--- src/rtl/lsu.sv ---
// Load/store unit: turns an ALU effective address into one byte/half/word
// access on a req/gnt/rvalid data bus, rejecting misaligned or illegal sizes.
module lsu #(
   parameter int XLEN = 32
) (
   input  logic            clk_i,
   input  logic            rst_i,
   input  logic            req_i,
   input  logic            we_i,
   input  logic [1:0]      size_i,
   input  logic            unsigned_i,
   input  logic [XLEN-1:0] addr_i,
   input  logic [XLEN-1:0] wdata_i,
   output logic            busy_o,
   output logic            done_o,
   output logic            err_o,
   output logic [XLEN-1:0] rdata_o,
   output logic            data_req_o,
   input  logic            data_gnt_i,
   output logic [XLEN-1:0] data_addr_o,
   output logic            data_we_o,
   output logic [3:0]      data_be_o,
   output logic [XLEN-1:0] data_wdata_o,
   input  logic            data_rvalid_i,
   input  logic [XLEN-1:0] data_rdata_i
);

   typedef enum logic [1:0] {IDLE, REQ, WAIT_RD, RESP} state_t;

   state_t          state;
   logic [1:0]      lat_size;
   logic            lat_uns;
   logic [1:0]      lat_off;

   logic            bad;
   logic [3:0]      be;
   logic [XLEN-1:0] wdata_rep;
   logic [XLEN-1:0] shifted;
   logic [XLEN-1:0] ext;

   always_comb begin
      bad       = 1'b0;
      be        = 4'b1111;
      wdata_rep = wdata_i;
      case (size_i)
         2'd0: begin
            be        = 4'b0001 << addr_i[1:0];
            wdata_rep = {4{wdata_i[7:0]}};
         end
         2'd1: begin
            bad       = addr_i[0];
            be        = 4'b0011 << addr_i[1:0];
            wdata_rep = {2{wdata_i[15:0]}};
         end
         2'd2:    bad = (addr_i[1:0] != 2'b00);
         default: bad = 1'b1;
      endcase
   end

   // Extraction uses the latched size/offset since addr_i may change mid-access.
   always_comb begin
      shifted = data_rdata_i >> {lat_off, 3'b000};
      case (lat_size)
         2'd0:    ext = lat_uns ? {{(XLEN-8){1'b0}}, shifted[7:0]}
                                : {{(XLEN-8){shifted[7]}}, shifted[7:0]};
         2'd1:    ext = lat_uns ? {{(XLEN-16){1'b0}}, shifted[15:0]}
                                : {{(XLEN-16){shifted[15]}}, shifted[15:0]};
         default: ext = data_rdata_i;
      endcase
   end

   always_ff @(posedge clk_i) begin
      if (rst_i) begin
         state        <= IDLE;
         busy_o       <= 1'b0;
         done_o       <= 1'b0;
         err_o        <= 1'b0;
         rdata_o      <= '0;
         data_req_o   <= 1'b0;
         data_addr_o  <= '0;
         data_we_o    <= 1'b0;
         data_be_o    <= '0;
         data_wdata_o <= '0;
         lat_size     <= '0;
         lat_uns      <= 1'b0;
         lat_off      <= '0;
      end else begin
         case (state)
            IDLE: begin
               done_o <= 1'b0;
               err_o  <= 1'b0;
               if (req_i) begin
                  if (bad) begin
                     state  <= RESP;
                     done_o <= 1'b1;
                     err_o  <= 1'b1;
                  end else begin
                     state        <= REQ;
                     busy_o       <= 1'b1;
                     data_req_o   <= 1'b1;
                     data_addr_o  <= {addr_i[XLEN-1:2], 2'b00};
                     data_we_o    <= we_i;
                     data_be_o    <= be;
                     data_wdata_o <= wdata_rep;
                     lat_size     <= size_i;
                     lat_uns      <= unsigned_i;
                     lat_off      <= addr_i[1:0];
                  end
               end
            end
            REQ: begin
               if (data_gnt_i) begin
                  data_req_o <= 1'b0;
                  if (data_we_o) begin
                     state  <= RESP;
                     busy_o <= 1'b0;
                     done_o <= 1'b1;
                  end else begin
                     state <= WAIT_RD;
                  end
               end
            end
            WAIT_RD: begin
               if (data_rvalid_i) begin
                  rdata_o <= ext;
                  state   <= RESP;
                  busy_o  <= 1'b0;
                  done_o  <= 1'b1;
               end
            end
            default: begin
               done_o <= 1'b0;
               err_o  <= 1'b0;
               state  <= IDLE;
            end
         endcase
      end
   end

endmodule

--- config.mk ---
export PLATFORM = sky130hd
export DESIGN_NAME = lsu
export DESIGN_NICKNAME = d
export VERILOG_FILES = /design/src/rtl/lsu.sv
export SDC_FILE = /design/constraint.sdc
export NUM_CORES = 1
export LEC_CHECK = 0
export CORE_MARGIN = 8
export CORE_UTILIZATION = 45
export CTS_BUF_LIST = sky130_fd_sc_hd__clkbuf_4
export CTS_CLUSTER_DIAMETER = 120
export DETAILED_ROUTE_END_ITERATION = 8
export PLACE_DENSITY = 0.88
export SYNTH_ARGS = -nofsm -noshare
export SYNTH_HDL_FRONTEND = slang
export SYNTH_SLANG_ARGS = --single-unit
--- constraint.sdc ---
create_clock -name clk_i -period 2.35 [get_ports clk_i]
set_input_delay 0.235 -clock clk_i [delete_from_list [all_inputs] [get_ports clk_i]]
set_output_delay 0.235 -clock clk_i [all_outputs]
set_load 0.05 [all_outputs]
==> reports/qor.csv, run 1 <==
stage,metric,value,unit
run_status,status,finished clean,
detailed_routing,routed_wl,17500,um
detailed_routing,ant_nets,0,
clocking,cts_sinks,110,
layout,drive_gt1_share,7.88,%
placed_design,place_ws,0.0989,ns
global_route,overflow,0,
sta,hold_ws,0.280,ns
sta,setup_viol,0,
synthesis,ys_types,44,
worst_setup_path,arrival,2.42,ns
pwr,intPower,3.57,mW
clocking,ctsResizeCount,0,
synthesis,syn_area,5170,um2
synthesis,synth.most_common_cell,nand2_1,
synthesis,yosys_warnings,0,
worst_setup_path,crit_family,compound AO/OA/AOI/OAI gates,
sta,period_minus_slack,2.03,ns
die,dieHeight,123,um
worst_setup_path,max_stage_delay,0.43,ns
layout,final_util,65.7,%
die,initial_utilization,45.7,%
pwr,power_density,847,nW/um2
pwr,switchingPower,2.73,mW
synthesis,synth_area_leaders,"dfxtp_1, nand2_1, a21oi_1",
clocking,tritoncts,done,
layout,fin_nets,904,
worst_hold_path,hold_class,in2reg,
sta,setup_slack,0.321,ns
worst_setup_path,slowest_stage,o21ba_4,
detailed_routing,detail_route.wl_per_cell,18.6,um
global_route,grt_pass1_wl,26600,um
synthesis,synth_top_cell_by_area,dfxtp_1,
synthesis,avgSynthCellArea,8.43,um2
worst_setup_path,cp_max_fo,41,
pwr,p_leak,2.53,nW
clocking,cts-htree-levels,3,
sta,maxSlewHeadroom,39.4,%
placed_design,io_buffers,207,
worst_setup_path,crit_chain,"inv_1, ha_1, nand2_1, o21ba_4, buf_12, nor2_1, a311oi_2",
synthesis,synthArstFlopShare,0,%
placed_design,gp_congestion,0.895,
sta,rsz0062_at_grt,no,
job,maxCapViolCount,0,
die,io_pins,210,
sta,fmax,493,MHz
pwr,clkPwrFrac,15.3,%
synthesis,synth_top_flop_cell,dfxtp_1,
global_route,track_usage,22.2,%
detailed_routing,drt_first_pass_iters,5,
sta,fin_crit_sh,86.3,%
global_route,grt_max_degree,78,
worst_setup_path,worstSetupEndpointType,register,
clocking,clkTransAtPathRegs,0.17,ns
layout,num-fill-cells,946,
synthesis,synth_top_cells_by_count,"nand2_1, dfxtp_1, a21oi_1, nor2_1, mux2i_1",
die,core_area,11300,um2
synthesis,synth-edff-count,0,
sta,skew,0.0251,ns
die,row_count,39,
clocking,clkLatencyLatePin,0.47,ns
clocking,cts_setup_buffers,0,
placed_design,dpl.hpwl,13200,um
sta,fin_tns_setup,0,ns
die,die-area,15200,um2
pwr,peakVddDrop,0.533,mV
detailed_routing,drc,0,
pwr,swShare,43.4,%
global_route,antenna_found_initial,1,
synthesis,synth_top_area_share,42.6,%
sta,worst_pin_slew,0.908,ns
global_route,first_global_vias,5336,
clocking,holdBufCountCts,0,
synthesis,syn_inst,614,
sta,drv_slew,0,
clocking,clk_path_buf_depth,2,
clocking,root_buffer,clkbuf_4,
worst_setup_path,crit_type,reg2reg,
synthesis,seq_area_frac_synth,42.6,%
synthesis,ys_ff_latch,110,
worst_setup_path,crit_required,2.74,ns
detailed_routing,drtIter0Drc,517,
pwr,combPwrFrac,47.8,%
detailed_routing,vias_per_cell,5.59,
pwr,total_power,6.30,mW
clocking,numCtsBuffers,9,
worst_setup_path,path_buf_inv,2,
sta,hold_viol,0,
layout,syn2layout_area_growth,43.7,%
pwr,seqPwrFrac,36.9,%
die,dieWidth,123,um
worst_setup_path,cp-start-kind,register,
detailed_routing,via_count,5269,
worst min-delay path: stages:
cell and delay [ns]:
clkdlybuf4s50_1 0.40, nand2_1 0.05, a21oi_1 0.05
cells in the final DEF, fill, tap and decap left out, drive strengths merged, types with 4 or more instances in the layout:
master         count
nor3               7
a21oi             87
nand2            132
nor2              55
a211oi            36
inv                6
a2bb2o             7
a311oi            10
o2bb2ai            8
buf               19
o211ai             8
ha                 4
a2bb2oi            7
mux2i             34
o21ai              9
nand2b             9
clkbuf            10
o221ai             8
dfxtp            110
clkdlybuf4s50    206
per-layer routing:
layer	routed length [um]	global-route usage [%]	vias up	share of wire, %
li1	-	-	2512	-
met3	2010	9.00	46	11
met4	583	11.1	0	3.3
met1	6630	24.3	2457	38
met2	8290	36.5	254	47
met5	0	0	-	0
registers in the layout, indices dropped and copies added (netlist names), 2 cells and up:
name / cells
data_wdata_o: 32
rdata_o: 32
data_addr_o: 30
data_be_o: 4
lat_off: 2
lat_size: 2
state: 2
through the flow:
stage,area (um2),instances
final,7440,943
after global routing,7440,943
after CTS,7430,942
after detailed placement,7300,927
after global placement,7300,927
after floorplan,5180,615
cells by family after synthesis:
family          share of synthesized area [%]
fa+ha+maj                               0.967
other cells                            0.0725
mux                                      6.80
simple gates                             16.6
flops                                    42.6
buf+inv                                  6.05
compound gates                           27.0
area by class of cell:
type / instances / area (um2) / share of cell area, %
clock inverter: 5 / 58.8 / 0.791
clock buffer: 10 / 75.1 / 1.01
timing repair buffer: 225 / 2220 / 29.8
tap: 143 / 179 / 2.41
antenna: 1 / 2.50 / 0.0336
inverter: 6 / 22.5 / 0.303
multi-input combinational: 443 / 2680 / 36.0
sequential: 110 / 2200 / 29.6
worst paths after layout:
check,start,to,slack (ns),cells after the start
min,addr_i[5],data_addr_o[5],0.28,3
max,state[0],data_wdata_o[11],0.32,7
min reg2reg,data_addr_o[7],data_addr_o[7],0.47,2
max reg2reg,state[0],data_wdata_o[11],0.32,7
power groups by stage:
stage	logic, mW	registers [mW]	clock network [mW]
after floorplan	1.14	3.22	0
after global placement	2.92	2.35	0
after detailed placement	3.00	2.36	0
after CTS	3.01	2.32	0.982
after global routing	3.18	2.35	1.06
final	3.01	2.32	0.963
Power figures use the tool's default switching activity.
==> run 2: changes to the inputs <==
--- a/config.mk
+++ b/config.mk
@@ -12,2 +12,3 @@
 export DETAILED_ROUTE_END_ITERATION = 8
+export MAX_ROUTING_LAYER = met4
 export PLACE_DENSITY = 0.88
--- a/constraint.sdc
+++ b/constraint.sdc
@@ -3,2 +3,2 @@
 set_output_delay 0.235 -clock clk_i [all_outputs]
-set_load 0.05 [all_outputs]
+set_load 0.1 [all_outputs]
==> run 2 against run 1 <==
Net effect:
- register-to-register slack better by 0.05 ns
- sequential cell count unchanged
- largest cell class unchanged
- first-iteration DRC count down 26%
- hold slack better by 0.026 ns
- largest power group unchanged
- critical path type unchanged
- fmax up 2.5%
- setup slack better by 0.049 ns
==> reports/qor.csv, run 2 (same netlist as run 1, synthesis figures left out) <==
stage,metric,value,unit
clocking,cts_setup_buffers,0,
layout,drive_gt1_share,20.8,%
clocking,numCtsBuffers,9,
clocking,clkLatencyLatePin,0.45,ns
placed_design,io_buffers,207,
clocking,cts_sinks,110,
detailed_routing,drtIter0Drc,385,
die,die-area,15200,um2
layout,syn2layout_area_growth,39.5,%
clocking,ctsResizeCount,0,
worst_setup_path,r2r-start,state[0],
global_route,grt_max_degree,71,
layout,final_cell_area,7220,um2
pwr,p_leak,2.74,nW
worst_setup_path,cp_max_fo,41,
die,initial_utilization,45.7,%
layout,mostFrequentLayoutCells,"nand2_1, buf_4, dfxtp_1",
sta,fin_tns_setup,0,ns
placed_design,dpl.hpwl,12900,um
sta,fmax,505,MHz
detailed_routing,vias_per_cell,5.53,
sta,fin_crit_sh,84.2,%
placed_design,gp_congestion,0.919,
detailed_routing,ant_nets,0,
clocking,cts-htree-levels,3,
detailed_routing,drt_first_pass_iters,5,
worst_setup_path,cp-start-kind,register,
global_route,antenna_found_initial,2,
placed_design,place_area,7080,um2
clocking,tritoncts,done,
clocking,clk_path_buf_depth,2,
global_route,overflow,0,
die,io_pins,210,
placed_design,place_ws,0.123,ns
worst_setup_path,reg2reg_slack,0.37,ns
sta,maxSlewHeadroom,41.4,%
pwr,total_power,7.18,mW
sta,hold_viol,0,
pwr,power_density,995,nW/um2
detailed_routing,via_count,5232,
clocking,root_buffer,clkbuf_4,
worst_hold_path,hp-start,addr_i[29],
layout,layout_commonest_cell,nand2_1,
layout,fin_nets,905,
worst_setup_path,rr_worst_depth,7,
die,dieHeight,123,um
detailed_routing,detail_route.wl_per_cell,18.0,um
pwr,peakVddDrop,0.781,mV
die,core_area,11300,um2
worst_setup_path,worstSetupEndpointType,register,
worst_setup_path,crit_type,reg2reg,
die,dieWidth,123,um
global_route,track_usage,22.6,%
sta,period_minus_slack,1.98,ns
worst_setup_path,arrival,2.33,ns
worst_hold_path,hold_class,in2reg,
clocking,holdBufCountCts,0,
worst_hold_path,min_path_cells,3,
detailed_routing,drc,0,
worst_setup_path,crit_required,2.70,ns
clocking,clkTransAtPathRegs,0.17,ns
worst_setup_path,r2r-end,data_wdata_o[16],
job,maxCapViolCount,0,
sta,worst_pin_slew,0.878,ns
layout,largest_registers,"data_wdata_o: 32 flops, rdata_o: 32 flops, data_addr_o: 30 flops",
run_status,status,finished clean,
global_route,grt_pass1_wl,26700,um
global_route,first_global_vias,5381,
detailed_routing,routed_wl,17000,um
sta,drv_slew,0,
placed_design,dp_cells,928,
die,row_count,39,
worst_hold_path,hold_end,data_addr_o[29],
sta,skew,0.0164,ns
sta,rsz0062_at_grt,no,
sta,setup_slack,0.370,ns
sta,setup_viol,0,
layout,stdcell_count,946,
run 2: cell types whose count changed in the layout (fill, tap and decap cells not counted), sizes merged:
cell	previous run	this run
clkinv	2	3
inv	6	7
clkbuf	10	9
diode	1	2
buf	19	123
clkdlybuf4s50	206	103
run 2: cell type report:
cell class | instances | area, um2
diodes | 2 | 5.00
clock buffers | 9 | 67.6
clock inverters | 7 | 71.3
fillers | 959 | 4100
inverters | 6 | 22.5
multi-input cells | 443 | 2680
flip-flops and latches | 110 | 2200
well taps | 143 | 179
repair buffers | 226 | 1990
run 2: worst max path at each step:
| stage | startpoint | to | slack [ns] | cells after the start |
|---|---|---|---|---|
| after floorplan | data_we_o | busy_o | 0.51 | 3 |
| after global placement | addr_i[0] | data_wdata_o[13] | 0.22 | 6 |
| after detailed placement | addr_i[0] | data_wdata_o[16] | 0.12 | 6 |
| after CTS | state[0] | data_wdata_o[16] | 0.38 | 7 |
| after global routing | state[1] | data_wdata_o[16] | 0.17 | 7 |
| final | state[0] | data_wdata_o[16] | 0.37 | 7 |
run 2: critical path: stages (launching register included):
cell and delay, ns:
dfxtp_1 0.37, inv_1 0.09, ha_1 0.29, nand2_1 0.14
o21ba_4 0.42, buf_12 0.26, nor2_1 0.06, a211oi_1 0.24
run 2: routing by layer:
metal / routed length (um) / GRT usage, %
met4: 312 / 7.75
met1: 6840 / 25.1
met3: 1670 / 7.72
met5: 0 / -
met2: 8190 / 37.2
run 2: where the power goes:
group / internal (mW) / switching (mW) / total, mW / leakage, nW
clock network: 0.327 / 0.638 / 0.965 / 0.0704
logic: 1.01 / 2.88 / 3.89 / 1.78
registers: 2.15 / 0.182 / 2.33 / 0.897
total: 3.49 / 3.70 / 7.18 / 2.74
run 2: through the flow:
stage	utilization [%]	hold WS [ns]
2_1_floorplan	-	0.359
3_3_place_gp	62.5	0.443
3_5_place_dp	62.5	0.449
4_1_cts	63.7	0.272
5_1_grt	63.8	0.241
6_report	63.8	0.306
==> run 3: changes to the inputs <==
CORE_UTILIZATION = 40   (was 45)
PLACE_DENSITY = 0.83   (was 0.88)
clock period = 1.7 ns   (was 2.35 ns; I/O delays follow)
==> run 3 against run 2 <==
Net effect:
- wire length increased by 3.7%
- count of clock-buffer cells in the layout increased by 2
- sequential share of layout area decreased by 2.3 points
- combinational power increased by 50%
==> reports/qor.csv, run 3 (same netlist as run 1, synthesis figures left out) <==
stage,metric,value,unit
global_route,grt_max_degree,43,
global_route,antenna_found_initial,0,
worst_setup_path,crit_chain,"inv_1, ha_4, nand2_1, o21ba_4, buf_12, nor2_1, a311oi_2",
placed_design,dpl.hpwl,13400,um
die,die-area,16800,um2
worst_setup_path,worstSetupEndpointType,register,
layout,syn2layout_area_growth,51.0,%
detailed_routing,ant_nets,0,
worst_setup_path,crit_required,2.08,ns
layout,diodes,0,
clocking,clk_path_buf_depth,2,
global_route,track_usage,21.1,%
worst_setup_path,cp_max_fo,23,
placed_design,place_area,7570,um2
placed_design,gp_congestion,0.819,
sta,worst_pin_slew,0.558,ns
die,dieWidth,130,um
sta,period_minus_slack,1.61,ns
sta,drv_slew,0,
clocking,cts_sinks,110,
detailed_routing,drt_first_pass_iters,4,
sta,skew,0.0134,ns
sta,setup_slack,0.0871,ns
pwr,peakVddDrop,0.662,mV
global_route,overflow,0,
detailed_routing,drc,0,
detailed_routing,drtIter0Drc,396,
detailed_routing,detail_route.wl_per_cell,17.6,um
worst_setup_path,rr_worst_depth,7,
sta,setup_viol,0,
worst_setup_path,crit_type,reg2reg,
sta,hold_viol,0,
clocking,tritoncts,done,
detailed_routing,via_count,5222,
placed_design,place_ws,-0.216,ns
layout,largest_registers,"data_wdata_o: 32 flops, rdata_o: 32 flops, data_addr_o: 30 flops",
clocking,numCtsBuffers,9,
sta,fin_crit_sh,94.9,%
die,core_area,12600,um2
pwr,total_power,10.4,mW
clocking,clkLatencyLatePin,0.46,ns
die,row_count,41,
global_route,grt_pass1_wl,27300,um
die,io_pins,210,
pwr,power_density,1330,nW/um2
worst_setup_path,max_stage_delay,0.37,ns
global_route,first_global_vias,5314,
worst_setup_path,slowest_stage,dfxtp_2,
worst_hold_path,hold_class,in2reg,
run_status,status,finished clean,
layout,mostFrequentLayoutCells,"nand2_1, buf_4, dfxtp_1",
worst_setup_path,arrival,2.00,ns
layout,final_cell_area,7810,um2
worst_setup_path,cp-start-kind,register,
layout,drive_gt1_share,24.6,%
die,dieHeight,130,um
sta,fmax,620,MHz
sta,hold_ws,0.160,ns
die,initial_utilization,41.0,%
layout,layout_commonest_cell,nand2_1,
clocking,cts-htree-levels,3,
sta,rsz0062_at_grt,yes,
sta,maxSlewHeadroom,62.8,%
worst_setup_path,path_depth,7,
layout,fin_nets,937,
worst_hold_path,min_path_cells,2,
clocking,clkTransAtPathRegs,0.15,ns
placed_design,io_buffers,207,
pwr,p_leak,2.98,nW
clocking,root_buffer,clkbuf_4,
worst_setup_path,crit_family,compound AO/OA/AOI/OAI gates,
job,maxCapViolCount,0,
detailed_routing,vias_per_cell,5.20,
detailed_routing,routed_wl,17600,um
worst_setup_path,path_buf_inv,2,
==> run 3: through the flow <==
step / utilization [%] / setup TNS (ns) / cells
after floorplan: - / 0 / 615
after global placement: 60.0 / -5.80 / 984
after detailed placement: 60.0 / -8.45 / 984
after CTS: 61.2 / 0 / 1001
after global routing: 61.9 / -0.00865 / 1005
final: 61.9 / 0 / 1005
==> run 3: layout make-up <==
type / instances / area, um2
clock buffer: 11 / 82.6
clock inverter: 5 / 50.0
fill: 1137 / 4810
inverter: 6 / 22.5
multi-input combinational: 443 / 2710
sequential: 110 / 2210
tap: 172 / 215
timing repair buffer: 258 / 2530
==> run 3: worst register-to-register path, delay by kind of cell (launching register included) <==
family / cells / cell delay (ns)
AOI/OAI and AO/OA: 2 / 0.58
adders and majority gates: 1 / 0.15
DFF: 1 / 0.37
and+or+nand+nor: 2 / 0.13
buffers and inverters: 2 / 0.31
==> run 3: worst paths after layout <==
check	from	end	slack, ns
worst max-delay path	state[0]	data_wdata_o[9]	0.09
worst min-delay path	rst_i	err_o	0.16
worst max register to register	state[0]	data_wdata_o[9]	0.09
worst min register to register	data_addr_o[25]	data_addr_o[25]	0.47
==> run 3: what timing repair did <==
action | in CTS | in global routing
hold buffers | 0 | 0
cloned | 0 | 1
setup endpoints to repair | 16 | 64
setup buffers | 1 | 3
resized for setup | 0 | 9
pin swaps | 1 | 0
==> run 3: power by group <==
group / switching, mW / total (mW) / internal [mW]
clock: 0.836 / 1.31 / 0.473
combinational: 4.07 / 5.84 / 1.77
sequential: 0.263 / 3.24 / 2.98
total: 5.17 / 10.4 / 5.22
==> run 3: routing by layer <==
metal | track usage, % | vias to the layer above | part of all wire, %
li1 | - | 2579 | -
met1 | 24.2 | 2407 | 41
met2 | 33.8 | 207 | 47
met3 | 6.61 | 29 | 9.5
met4 | 8.74 | 0 | 2.6
met5 | - | - | 0
==> RTL edit 1 (config.mk and constraints of run 3) <==
Register the output `err_o` once more, without a reset; this adds one clock of latency there. The other outputs are not delayed to match.
--- a/src/rtl/lsu.sv
+++ b/src/rtl/lsu.sv
@@ -28,2 +28,4 @@
    typedef enum logic [1:0] {IDLE, REQ, WAIT_RD, RESP} state_t;
+
+   logic err_s0;
 
@@ -76,3 +78,3 @@
          done_o       <= 1'b0;
-         err_o        <= 1'b0;
+         err_s0       <= 1'b0;
          rdata_o      <= '0;
@@ -90,3 +92,3 @@
                done_o <= 1'b0;
-               err_o  <= 1'b0;
+               err_s0 <= 1'b0;
                if (req_i) begin
@@ -95,3 +97,3 @@
                      done_o <= 1'b1;
-                     err_o  <= 1'b1;
+                     err_s0 <= 1'b1;
                   end else begin
@@ -132,3 +134,3 @@
                done_o <= 1'b0;
-               err_o  <= 1'b0;
+               err_s0 <= 1'b0;
                state  <= IDLE;
@@ -139,2 +141,6 @@
 
+   always_ff @(posedge clk_i) begin
+      err_o <= err_s0;
+   end
+
 endmodule
Function: changed (Yosys sat finds a counterexample within 4 cycles, from zero or initial values and one cycle with rst_i high).
==> RTL edit 1 against run 3 <==
- maximum frequency shrank 2.0%
- synthesized area down 2.2%
- synthesized cell count is the same
- sequential cell count grew 1
- design area decreased by 3.1%
- setup slack worse by 0.032 ns
- largest power group unchanged
- wire length fell by 6.6%
- power shrank 1.2%
- critical endpoint is now busy_o
- hold slack gained 0.046 ns
- combinational power is 5.8% lower
==> RTL edit 1: results (changes against run 3) <==
| Metric | Value |
|---|---|
| Cell family with most CP delay | compound AO/OA/AOI/OAI gates |
| Multiplexer share of the synthesized area | 0.0732 (+0.00526) |
| Met2 usage | 0.299 (-0.0392) |
| Worst reg-to-reg setup slack | 0.05 ns (-0.03 ns) |
| Leakage Power | 2.92 nW (-2.1%) |
| RR Endpoint | busy_o |
| Max VDD drop | 0.623 mV (-5.8%) |
| P_sw | 4.97 mW (-3.9%) |
| CP Capture Type | flip-flop |
| Clk. pwr | 1.54 mW (+18%) |
| Seq/Total Area, Yosys | 0.439 (+0.0136) |
| H-tree levels | 3 (unchanged) |
| Met3 Track Usage GR | 0.0513 (-0.0148) |
| Place WS | -0.238 ns (-0.0224 ns) |
| Root buffer cell | clkbuf_4 |
| Post-layout nets | 932 (-0.53%) |
| Avg Cell Area, Syn | 8.24 um2 (-2.2%) |
| Clock Latency Late Sink | 0.48 ns (+0.02 ns) |
| PostCTS Resize Cnt | 3 (+3) |
| Metal-1 WL | 6950 um (-3.8%) |
| Routability congestion estimate | 0.864 (+5.5%) |
| Postcts setup bufs | 0 (-1) |
| Worst EP arrival | 2.04 ns (+0.04 ns) |
| Hold depth | 3 (+1) |
| Via density | 5.15 (-0.83%) |
| Count of different cell masters after synthesis | 37 (-16%) |
| Adder-cell share of the synthesized area | 0.00989 (+0.000220) |
| Wire per inst | 16.5 um (-6.3%) |
| First-pass GRT wire length | 25200 um (-7.7%) |
| Layout cells sized above 1 | 0.222 (-0.0239) |
| Status | finished, final reports clean |
| Min-delay src | we_i |
| # fillers | 1122 (-1.3%) |
| Dpl cell area | 7320 um2 (-3.3%) |
| Metal3 WL | 1170 um (-30%) |
| Endpoint, Worst Hold | data_we_o |
| DR iter-0 viols | 313 (-21%) |
| Comb power | 5.50 mW (-5.8%) |
| Met2 wire length | 7700 um (-7.0%) |
| GRT Total Usage | 0.198 (-0.0132) |
| Worst Skew | 0.0144 ns (+0.000960 ns) |
| Top cells by count, synth | 127 x nand2_1, 111 x dfxtp_1, 80 x a21oi_1 |
| Hold Buf Count CTS | 1 (+1) |
| GRT met1 Usage | 0.236 (-0.00570) |
| Clock share of power | 0.150 (+0.024) |
| HPWL after detailed placement | 12200 um (-8.6%) |
| Worst Path Max Fanout | 5 (-78%) |
| Vias in the first global route | 4979 (-6.3%) |
| Top cells by area, synth | dfxtp_1 44%, nand2_1 9.4%, a21oi_1 7.9%, mux2i_1 7.3%, a211oi_1 4.2% |
| Hold slack final | 0.205 ns (+0.0459 ns) |
| WL final | 16500 um (-6.6%) |
| Inst Count DP | 981 (-0.30%) |
| Initial antenna violation count | 1 (+1) |
| Complex-gate fraction of the synthesized area | 0.237 (-0.0327) |
| Largest registers | data_wdata_o: 32 flops, rdata_o: 32 flops, data_addr_o: 30 flops |
RTL edit 1: cell count changes in the layout (fill, tap and decap cells not counted), moves of 6 or more:
| cell | before | now |
|---|---|---|
| nand3b_1 | 2 | 9 |
| buf_12 | 25 | 15 |
| o211ai_1 | 8 | 17 |
| o21ai_0 | 9 | 17 |
| o2bb2ai_1 | 8 | 0 |
| a311oi_1 | 0 | 10 |
| a311oi_2 | 10 | 0 |
| a2bb2o_1 | 7 | 0 |
| a21oi_1 | 85 | 79 |
RTL edit 1: area by class of cell:
class | count | area (um2) | share of cell area
clock buffer | 13 | 97.6 | 0.0129
sequential | 111 | 2230 | 0.294
multi-input combinational | 441 | 2570 | 0.339
inverter | 9 | 33.8 | 0.00446
timing repair buffer | 251 | 2360 | 0.312
antenna | 1 | 2.50 | 0.000330
clock inverter | 3 | 67.6 | 0.00892
tap | 172 | 215 | 0.0284
==> RTL edit 2 (flow settings as in run 3) <==
Without the edit above. Remove the case item `2'd0` of the case on `size_i`.
--- a/src/rtl/lsu.sv
+++ b/src/rtl/lsu.sv
@@ -45,6 +45,2 @@
       case (size_i)
-         2'd0: begin
-            be        = 4'b0001 << addr_i[1:0];
-            wdata_rep = {4{wdata_i[7:0]}};
-         end
          2'd1: begin
Behaviour: not the same (a bounded check fails within 4 cycles, from zero or initial values and one cycle with rst_i high).
==> RTL edit 2 against run 3 <==
- combinational power fell by 11%
- clock skew grew 0.0015 ns
- power is 8.2% lower
- critical path depth is 2 lower
- sequential cell count is the same
- design area decreased by 6.2%
- wire length decreased by 7.6%
- via count fell by 3.6%
- synthesized area down 5.9%
- setup slack got worse by 0.040 ns
- critical path type unchanged
- largest power group unchanged
==> RTL edit 2: results (changes against run 3) <==
| Metric | Value |
|---|---|
| WL final | 16300 um (-7.6%) |
| Worst Skew | 0.0149 ns (+0.00154 ns) |
| Critical Path Max Stage Delay | 0.39 ns (+0.02 ns) |
| Worst Path Max Fanout | 7 (-70%) |
| PostCTS Resize Cnt | 1 (+1) |
| Clock Latency Late Sink | 0.48 ns (+0.02 ns) |
| Count of different cell masters after synthesis | 38 (-14%) |
| Max VDD drop | 0.741 mV (+12%) |
| Largest registers | data_wdata_o: 32 flops, rdata_o: 32 flops, data_addr_o: 30 flops |
| Reg-to-reg startpoint | state[1] |
| Critical path origin | state[1] |
| DR iter-0 viols | 373 (-5.8%) |
| Seq power | 3.19 mW (-2%) |
| Top cells by area, synth | dfxtp_1 45%, nand2_1 9.9%, a21oi_1 9.6%, mux2i_1 5.1%, a211oi_1 4.0% |
| Leakage Power | 2.89 nW (-3.3%) |
| Largest net degree at the start of global routing | 51 (+19%) |
| Reg2Reg Depth | 5 (-2) |
| Routed via count | 5036 (-3.6%) |
| Vias in the first global route | 5107 (-3.9%) |
| Layout cells sized above 1 | 0.241 (-0.00520) |
| First-pass GRT wire length | 25100 um (-8.0%) |
| HPWL after detailed placement | 12300 um (-7.9%) |
| Status | finished, final reports clean |
| Routability congestion estimate | 0.941 (+15%) |
| Dpl cell area | 7120 um2 (-5.8%) |
| Worst-margin pin slew | 0.578 ns (+0.0197 ns) |
| P_sw | 4.75 mW (-8.1%) |
| Total power draw | 9.54 mW (-8.2%) |
| Postcts setup bufs | 0 (-1) |
| Post-layout nets | 905 (-3.4%) |
| Final Core Density | 0.613 (-0.00652) |
[RTL edit 2: cell types whose count changed after synthesis, sizes merged, moves of 8 or more]
| cell | before | now |
|---|---|---|
| o2bb2ai | 8 | 0 |
| nor2 | 55 | 46 |
| o21ai | 9 | 1 |
| buf | 31 | 19 |
| mux2i | 34 | 25 |
| o211ai | 8 | 0 |
[RTL edit 2: final timing paths]
check	to	slack (ns)
setup / recovery	state[0]	0.05
setup reg to reg	state[0]	0.05
hold / removal	lat_uns	0.19
hold reg to reg	data_addr_o[6]	0.47
[RTL edit 2: layout make-up]
cell class                 instances  area share
sequential                       110       0.301
clock buffer                      10      0.0102
timing repair buffer             250       0.323
clock inverter                     5     0.00376
multi-input combinational        410       0.330
tap                              147      0.0251
inverter                          12     0.00666
[RTL edit 2: metrics by stage]
stage / worst slack, ns / cells
finish: 0.0468 / 944
global route: -0.0189 / 944
CTS: 0.0203 / 939
detailed placement: -0.485 / 924
global placement: -0.365 / 924
floorplan: 0.155 / 583
[RTL edit 2: cells by family after synthesis]
group                      Yosys count  share of synthesized area
buffers and inverters               63                     0.0575
muxes                               33                     0.0730
adders and majority gates            7                     0.0180
other                                1                   0.000770
DFF                                110                      0.452
AOI/OAI and AO/OA                  169                      0.234
and+or+nand+nor                    199                      0.165
[RTL edit 2: metal layers]
layer,up-vias,track usage,share of wire
met4,0,0.0736,0.028
met1,2383,0.211,0.39
met5,-,-,0
met2,182,0.336,0.51
met3,32,0.0691,0.069
li1,2439,-,-
[RTL edit 2: critical path: cells and delay by family, from the launching register on]
family,cells,cell delay (ns)
compound gates,2,0.51
flops,1,0.39
simple gates,1,0.38
fa+ha+maj,1,0.22
buf+inv,1,0.08
